File: src/rtl/satalnk_txprim.sv
// TX primitive sequencer: inserts periodic ALIGN bursts, replaces repeated primitives with CONT
// plus junk, and fills data underflow with HOLD. Define SATALNK_JUNK_SCRAMBLE_EN to enable LFSR junk.
module satalnk_txprim #(
    parameter int          ALIGN_INTERVAL = 256,
    parameter int          ALIGN_BURST    = 2,
    parameter int          CONT_THRESHOLD = 2,
    parameter logic [32:0] P_ALIGN        = 33'h1_7B4A_4ABC,
    parameter logic [32:0] P_CONT         = 33'h1_9999_AA7C,
    parameter logic [32:0] P_HOLD         = 33'h1_D5D5_B57C,
    parameter logic [32:0] P_SYNC         = 33'h1_B5B5_957C
) (
    input  logic        i_clk,
    input  logic        i_reset_n,
    input  logic        i_cfg_continue_en,
    input  logic        i_phy_ready,
    input  logic        s_valid,
    output logic        s_ready,
    input  logic [32:0] s_data,
    output logic        o_primitive,
    output logic [31:0] o_data,
    output logic        o_suppressing
);

    localparam int AW = $clog2(ALIGN_INTERVAL);
    localparam int BW = $clog2(ALIGN_BURST + 1);
    localparam int RW = $clog2(CONT_THRESHOLD + 2);

    localparam logic [AW-1:0] ALIGN_LAST = AW'(ALIGN_INTERVAL - 1);
    localparam logic [BW-1:0] BURST_LAST = BW'(ALIGN_BURST - 1);
    localparam logic [RW-1:0] REP_TRIG   = RW'(CONT_THRESHOLD + 1);

    localparam logic [1:0] S_ALIGN = 2'd0;
    localparam logic [1:0] S_PASS  = 2'd1;
    localparam logic [1:0] S_JUNK  = 2'd2;

    logic [1:0]    state, state_nx;
    logic [BW-1:0] burst_cnt, burst_nx;
    logic [AW-1:0] align_cnt, align_nx;
    logic [RW-1:0] rep_cnt, rep_nx, rep_inc, rep_cand;
    logic [32:0]   last, last_nx;
    logic [32:0]   eff;
    logic [32:0]   out_nx;
    logic          sup_nx;
    logic          boundary;
    logic [31:0]   junk;

    assign s_ready  = i_phy_ready && (state != S_ALIGN);
    // With no new input, a primitive stream keeps repeating; a data stream falls back to HOLD.
    assign eff      = s_valid ? s_data : (last[32] ? last : P_HOLD);
    assign boundary = (align_cnt == ALIGN_LAST);
    assign rep_inc  = (rep_cnt == REP_TRIG) ? rep_cnt : rep_cnt + 1'b1;

`ifdef SATALNK_JUNK_SCRAMBLE_EN
    logic [31:0] lfsr;
    logic        junk_adv;

    assign junk     = lfsr;
    assign junk_adv = (state == S_JUNK) && (eff == last) && i_cfg_continue_en && !boundary
                      || (state == S_JUNK) && (eff == last) && i_cfg_continue_en && boundary;

    // Galois form of x^32+x^22+x^2+x+1, stepped only when a junk dword goes out.
    always_ff @(posedge i_clk or negedge i_reset_n) begin
        if (!i_reset_n) begin
            lfsr <= 32'hFFFF_FFFF;
        end else if (i_phy_ready && junk_adv) begin
            lfsr <= {1'b0, lfsr[31:1]} ^ (lfsr[0] ? 32'h8020_0003 : 32'h0000_0000);
        end
    end
`else
    assign junk = 32'h0000_0000;
`endif

    always_comb begin
        state_nx = state;
        burst_nx = burst_cnt;
        align_nx = align_cnt;
        rep_nx   = rep_cnt;
        last_nx  = last;
        out_nx   = {o_primitive, o_data};
        sup_nx   = o_suppressing;
        rep_cand = (eff == last) ? rep_inc : RW'(1);

        case (state)
            S_ALIGN: begin
                out_nx = P_ALIGN;
                sup_nx = 1'b0;
                if (burst_cnt == BURST_LAST) begin
                    state_nx = S_PASS;
                    burst_nx = '0;
                    align_nx = '0;
                    rep_nx   = '0;
                end else begin
                    burst_nx = burst_cnt + 1'b1;
                end
            end
            S_PASS: begin
                out_nx = eff;
                sup_nx = 1'b0;
                if (!eff[32]) begin
                    rep_nx  = '0;
                    last_nx = eff;
                end else if (eff != P_ALIGN) begin
                    rep_nx  = rep_cand;
                    last_nx = eff;
                    // An imminent ALIGN burst wins; CONT is re-armed after the burst.
                    if (i_cfg_continue_en && (rep_cand == REP_TRIG) && !boundary) begin
                        out_nx   = P_CONT;
                        sup_nx   = 1'b1;
                        state_nx = S_JUNK;
                    end
                end
            end
            S_JUNK: begin
                if ((eff == last) && i_cfg_continue_en) begin
                    out_nx = {1'b0, junk};
                    sup_nx = 1'b1;
                end else begin
                    out_nx   = eff;
                    sup_nx   = 1'b0;
                    state_nx = S_PASS;
                    if (eff == P_ALIGN) begin
                        rep_nx = '0;
                    end else begin
                        rep_nx  = eff[32] ? RW'(1) : RW'(0);
                        last_nx = eff;
                    end
                end
            end
            default: begin
                state_nx = S_ALIGN;
                burst_nx = '0;
            end
        endcase

        if (state != S_ALIGN) begin
            if (boundary) begin
                state_nx = S_ALIGN;
                burst_nx = '0;
            end else begin
                align_nx = align_cnt + 1'b1;
            end
        end
    end

    always_ff @(posedge i_clk or negedge i_reset_n) begin
        if (!i_reset_n) begin
            state         <= S_ALIGN;
            burst_cnt     <= '0;
            align_cnt     <= '0;
            rep_cnt       <= '0;
            last          <= P_SYNC;
            o_primitive   <= 1'b1;
            o_data        <= P_ALIGN[31:0];
            o_suppressing <= 1'b0;
        end else if (i_phy_ready) begin
            state         <= state_nx;
            burst_cnt     <= burst_nx;
            align_cnt     <= align_nx;
            rep_cnt       <= rep_nx;
            last          <= last_nx;
            o_primitive   <= out_nx[32];
            o_data        <= out_nx[31:0];
            o_suppressing <= sup_nx;
        end
    end

endmodule

File: config.mk
export PLATFORM = sky130hd
export DESIGN_NAME = satalnk_txprim
export DESIGN_NICKNAME = d
export VERILOG_FILES = /design/src/rtl/satalnk_txprim.sv
export SDC_FILE = /design/constraint.sdc
export NUM_CORES = 1
export LEC_CHECK = 0
export ABC_AREA = 1
export CAP_MARGIN = 20
export CORE_UTILIZATION = 52
export CTS_BUF_LIST = sky130_fd_sc_hd__clkbuf_4
export DETAILED_ROUTE_END_ITERATION = 10
export GPL_ROUTABILITY_DRIVEN = 0
export GPL_TIMING_DRIVEN = 0
export PLACE_DENSITY = 0.77
export SYNTH_ARGS = -nofsm -noshare
export SYNTH_HDL_FRONTEND = slang
export SYNTH_SLANG_ARGS = --single-unit
File: constraint.sdc
create_clock -name i_clk -period 3.6 [get_ports i_clk]
set_input_delay 0.36 -clock i_clk [delete_from_list [all_inputs] [get_ports i_clk]]
set_output_delay 0.36 -clock i_clk [all_outputs]
set_load 0.01 [all_outputs]
==> results by group <==
Run status
  • Status: completed

Pwr
  • VDD IR max: 0.3893 mV
  • Power Density: 711.1 nW/um^2
  • P_leak: 3.006 nW

Timing
  • Highest clock rate: 0.3500 GHz
  • Slack of the critical path: 742.9 ps
  • Worst-margin pin slew: 670.8 ps
  • Fin crit period: 2857 ps
  • Final Hold Viols: 0
  • Final Setup Violations: 0
  • Worst Skew: 29.19 ps
  • Max-slew violations: 0
  • Slew margin rel.: 0.5480
  • RSZ-0062 raised after global routing: false
  • Tcrit/Tclk final: 0.7936

Clocking
  • Clock Pin Slew Worst Setup and Hold Paths: 140 ps
  • Post-cts sizing count: 0
  • CTS root buf: clkbuf_4
  • TritonCTS clock tree: built
  • CTS Buf Count: 9
  • Clock Latency Late Sink: 450 ps
  • CTS HTree Levels: 3
  • # clock sinks: 81
  • Max Root-Sink Buffers: 2

Critical path
  • Setup crit end kind: flop
  • CP max FO: 9
  • CP required: 3970 ps
  • Crit Path Class: flop to flop
  • WP data arrival: 3230 ps
  • CP Launch Type: flop

Global route
  • Largest net degree at the start of global routing: 71
  • Vias in the first global route: 4895
  • Initial antenna violation count: 0
  • Gr ovfl total: 0
  • First-pass GRT wire length: 24630 um
  • GRT Total Usage: 0.3207

Yosys
  • Synthesized cell area: 5042 sq um
  • Synth Area per Inst: 6.888 sq um
  • Net count of the mapped netlist: 775
  • Synth cell types: 33
  • Synth Register Bits: 81
  • Mapped Cells: 732
  • Post-synthesis sequential area ratio: 0.4114
  • Synth Warn #: 0

Cells and area
  • Number of fill cells in the layout: 880
  • Final cell count without fillers: 951
  • Layout cells sized above 1: 0.1071
  • Final #Nets: 860
  • N_diodes: 0
  • Synth-to-layout area growth: 21.91%

Drt
  • Vias: 5291
  • Routed WL per cell: 16.12 um
  • Post-Route WL: 15330 um
  • Antenna Nets Post-Route: 0
  • DR iter-0 viols: 553
  • Drt first pass iters: 6
  • # DRC: 0
  • Vias per cell: 5.564

Placement
  • Detail Placement HPWL: 11700 um
  • Placed Instances: 934
  • Post-Place Setup Slack: 462.6 ps
  • Port buffer count: 72

Die
  • Initial Util: 0.5406
  • Die area: 10090 sq um
  • Chip Height: 100.5 um
  • Core area: 9328 sq um
  • Cell Rows: 35
  • I/O pins: 73
  • Die W: 100.5 um

Run
  • Maxcap violations: 0

Min path
  • Hold Path Class: primary input to async pin
==> final cells by class <==
type                            instances  area, sq um  area share
Buffer                                 24        150.1     0.02442
Clock buffer                           10        75.07     0.01221
Clock inverter                          6        112.6     0.01832
Inverter                               98        367.9     0.05984
Multi-Input combinational cell        529         2450      0.3985
Sequential cell                        81         2074      0.3375
Tap cell                              129        161.4     0.02626
Timing Repair Buffer                   74        755.7      0.1229
==> registers in the layout (all words and copies together), names as in the netlist <==
name           flops
o_data            32
state              2
last              33
align_cnt          8
rep_cnt            2
o_suppressing      1
burst_cnt          2
o_primitive        1
==> routing by layer <==
metal,vias to the layer above,track usage,wire (um)
met2,289,0.4826,6746
met3,42,0.07836,1461
met1,2448,0.4486,6605
met4,0,0.1193,516
li1,2512,-,-
met5,-,0,0
==> logic make-up (layout without fill, tap and decap cells) <==
family / Yosys count / count (layout) / share of synthesized area
adder cells (fa/ha/maj): 5 / 5 / 0.01241
AO/OA/AOI/OAI: 106 / 106 / 0.1084
flip-flops: 81 / 81 / 0.4114
AND/OR/NAND/NOR: 418 / 418 / 0.3650
buffers and inverters: 122 / 212 / 0.1027
==> where the power goes <==
group	switching (mW)	internal, mW	total, mW
Combinational	1.20	0.782	1.98
Sequential	0.278	1.41	1.68
Clock	0.341	0.364	0.704
==> path summary, 6_finish.rpt <==
check                                     start                         to  slack, ps  depth (start not counted)
setup / recovery           last[32]$_DFFE_PN1P_  o_suppressing$_DFFE_PN0P_        740                         16
hold / removal                        i_reset_n       last[22]$_DFFE_PN0P_        290                          2
setup reg to reg           last[32]$_DFFE_PN1P_  o_suppressing$_DFFE_PN0P_        740                         16
hold reg to reg            last[18]$_DFFE_PN1P_       last[18]$_DFFE_PN1P_        500                          2
max in group asynchronous             i_reset_n       last[12]$_DFFE_PN1P_       2660                          3
min in group i_clk         last[18]$_DFFE_PN1P_       last[18]$_DFFE_PN1P_        500                          2
==> through the flow <==
step                utilization  TNS, ps  total power, mW  hold slack (ps)  area [sq um]
global placement         0.6351   -25860            3.558            466.9          5924
finish                   0.6590        0            4.371            286.4          6147
detailed placement       0.6378        0            3.619            224.1          5949
global route             0.6590        0            4.678            297.1          6147
floorplan                     -        0            2.883            64.41          5042
CTS                      0.6590        0            4.338            281.6          6147
==> Yosys cell counts <==
library cell  number  area (sq um)
nor2_4             1         11.26
o211ai_1           1         7.510
buf_2             12         60.06
nand2_2            2         12.51
nor2_2             1         6.260
nand2_1          207         777.0
clkinv_1           1         3.750
a32o_1             1         10.01
nor3b_1            1         7.510
a21o_1             1         7.510
or3_1              1         6.260
a21oi_1           22         110.1
nand3_1          102         510.5
inv_1             93         349.1
buf_6              5         56.30
nor2_8             2         40.04
dfstp_2           38         998.5
nand2_4            2         22.52
a31oi_1            1         6.260
a21boi_1           1         7.510
clkbuf_1           5         18.77
nand3_4            1         17.52
dfrtp_1           43          1076
buf_4              2         15.01
nor2_1            76         285.3
nor3_1             4         20.02
nand3b_1           9         67.56
nand4_1            9         56.30
o21ai_0           40         200.2
o21ai_1           38         190.2
a211oi_1           1         7.510
inv_2              4         15.01
ha_1               5         62.56
==> placed cells by master (no fill, tap or decap), types with 4 or more instances in the layout <==
master           count
nand2_1            207
nand3_1            102
inv_1               93
nor2_1              76
clkdlybuf4s50_1     71
dfrtp_1             43
o21ai_0             40
o21ai_1             38
dfstp_2             38
a21oi_1             22
buf_2               12
clkbuf_4            10
nand3b_1             9
nand4_1              9
buf_6                5
clkbuf_1             5
ha_1                 5
inv_2                4
nor3_1               4
==> critical path, stage by stage (launching register included) <==
cell and delay, ps:
dfstp_2 620, inv_1 100, nor2_2 490, a21boi_1 250
nand2_1 170, nor2_1 60, nand2_1 50, nor2_1 50
nand2_1 100, nand2_1 60, nor2_1 220, nand2_4 160
nor2_8 220, inv_2 60, nand2_1 60, nand2_1 70
nand2_1 70
==> repair_timing <==
item	CTS	global route
hold buffers	1	0
buffers inserted	0	0
hold endpoints to repair	11	0
Note: power is estimated with default switching activity, not from simulation.
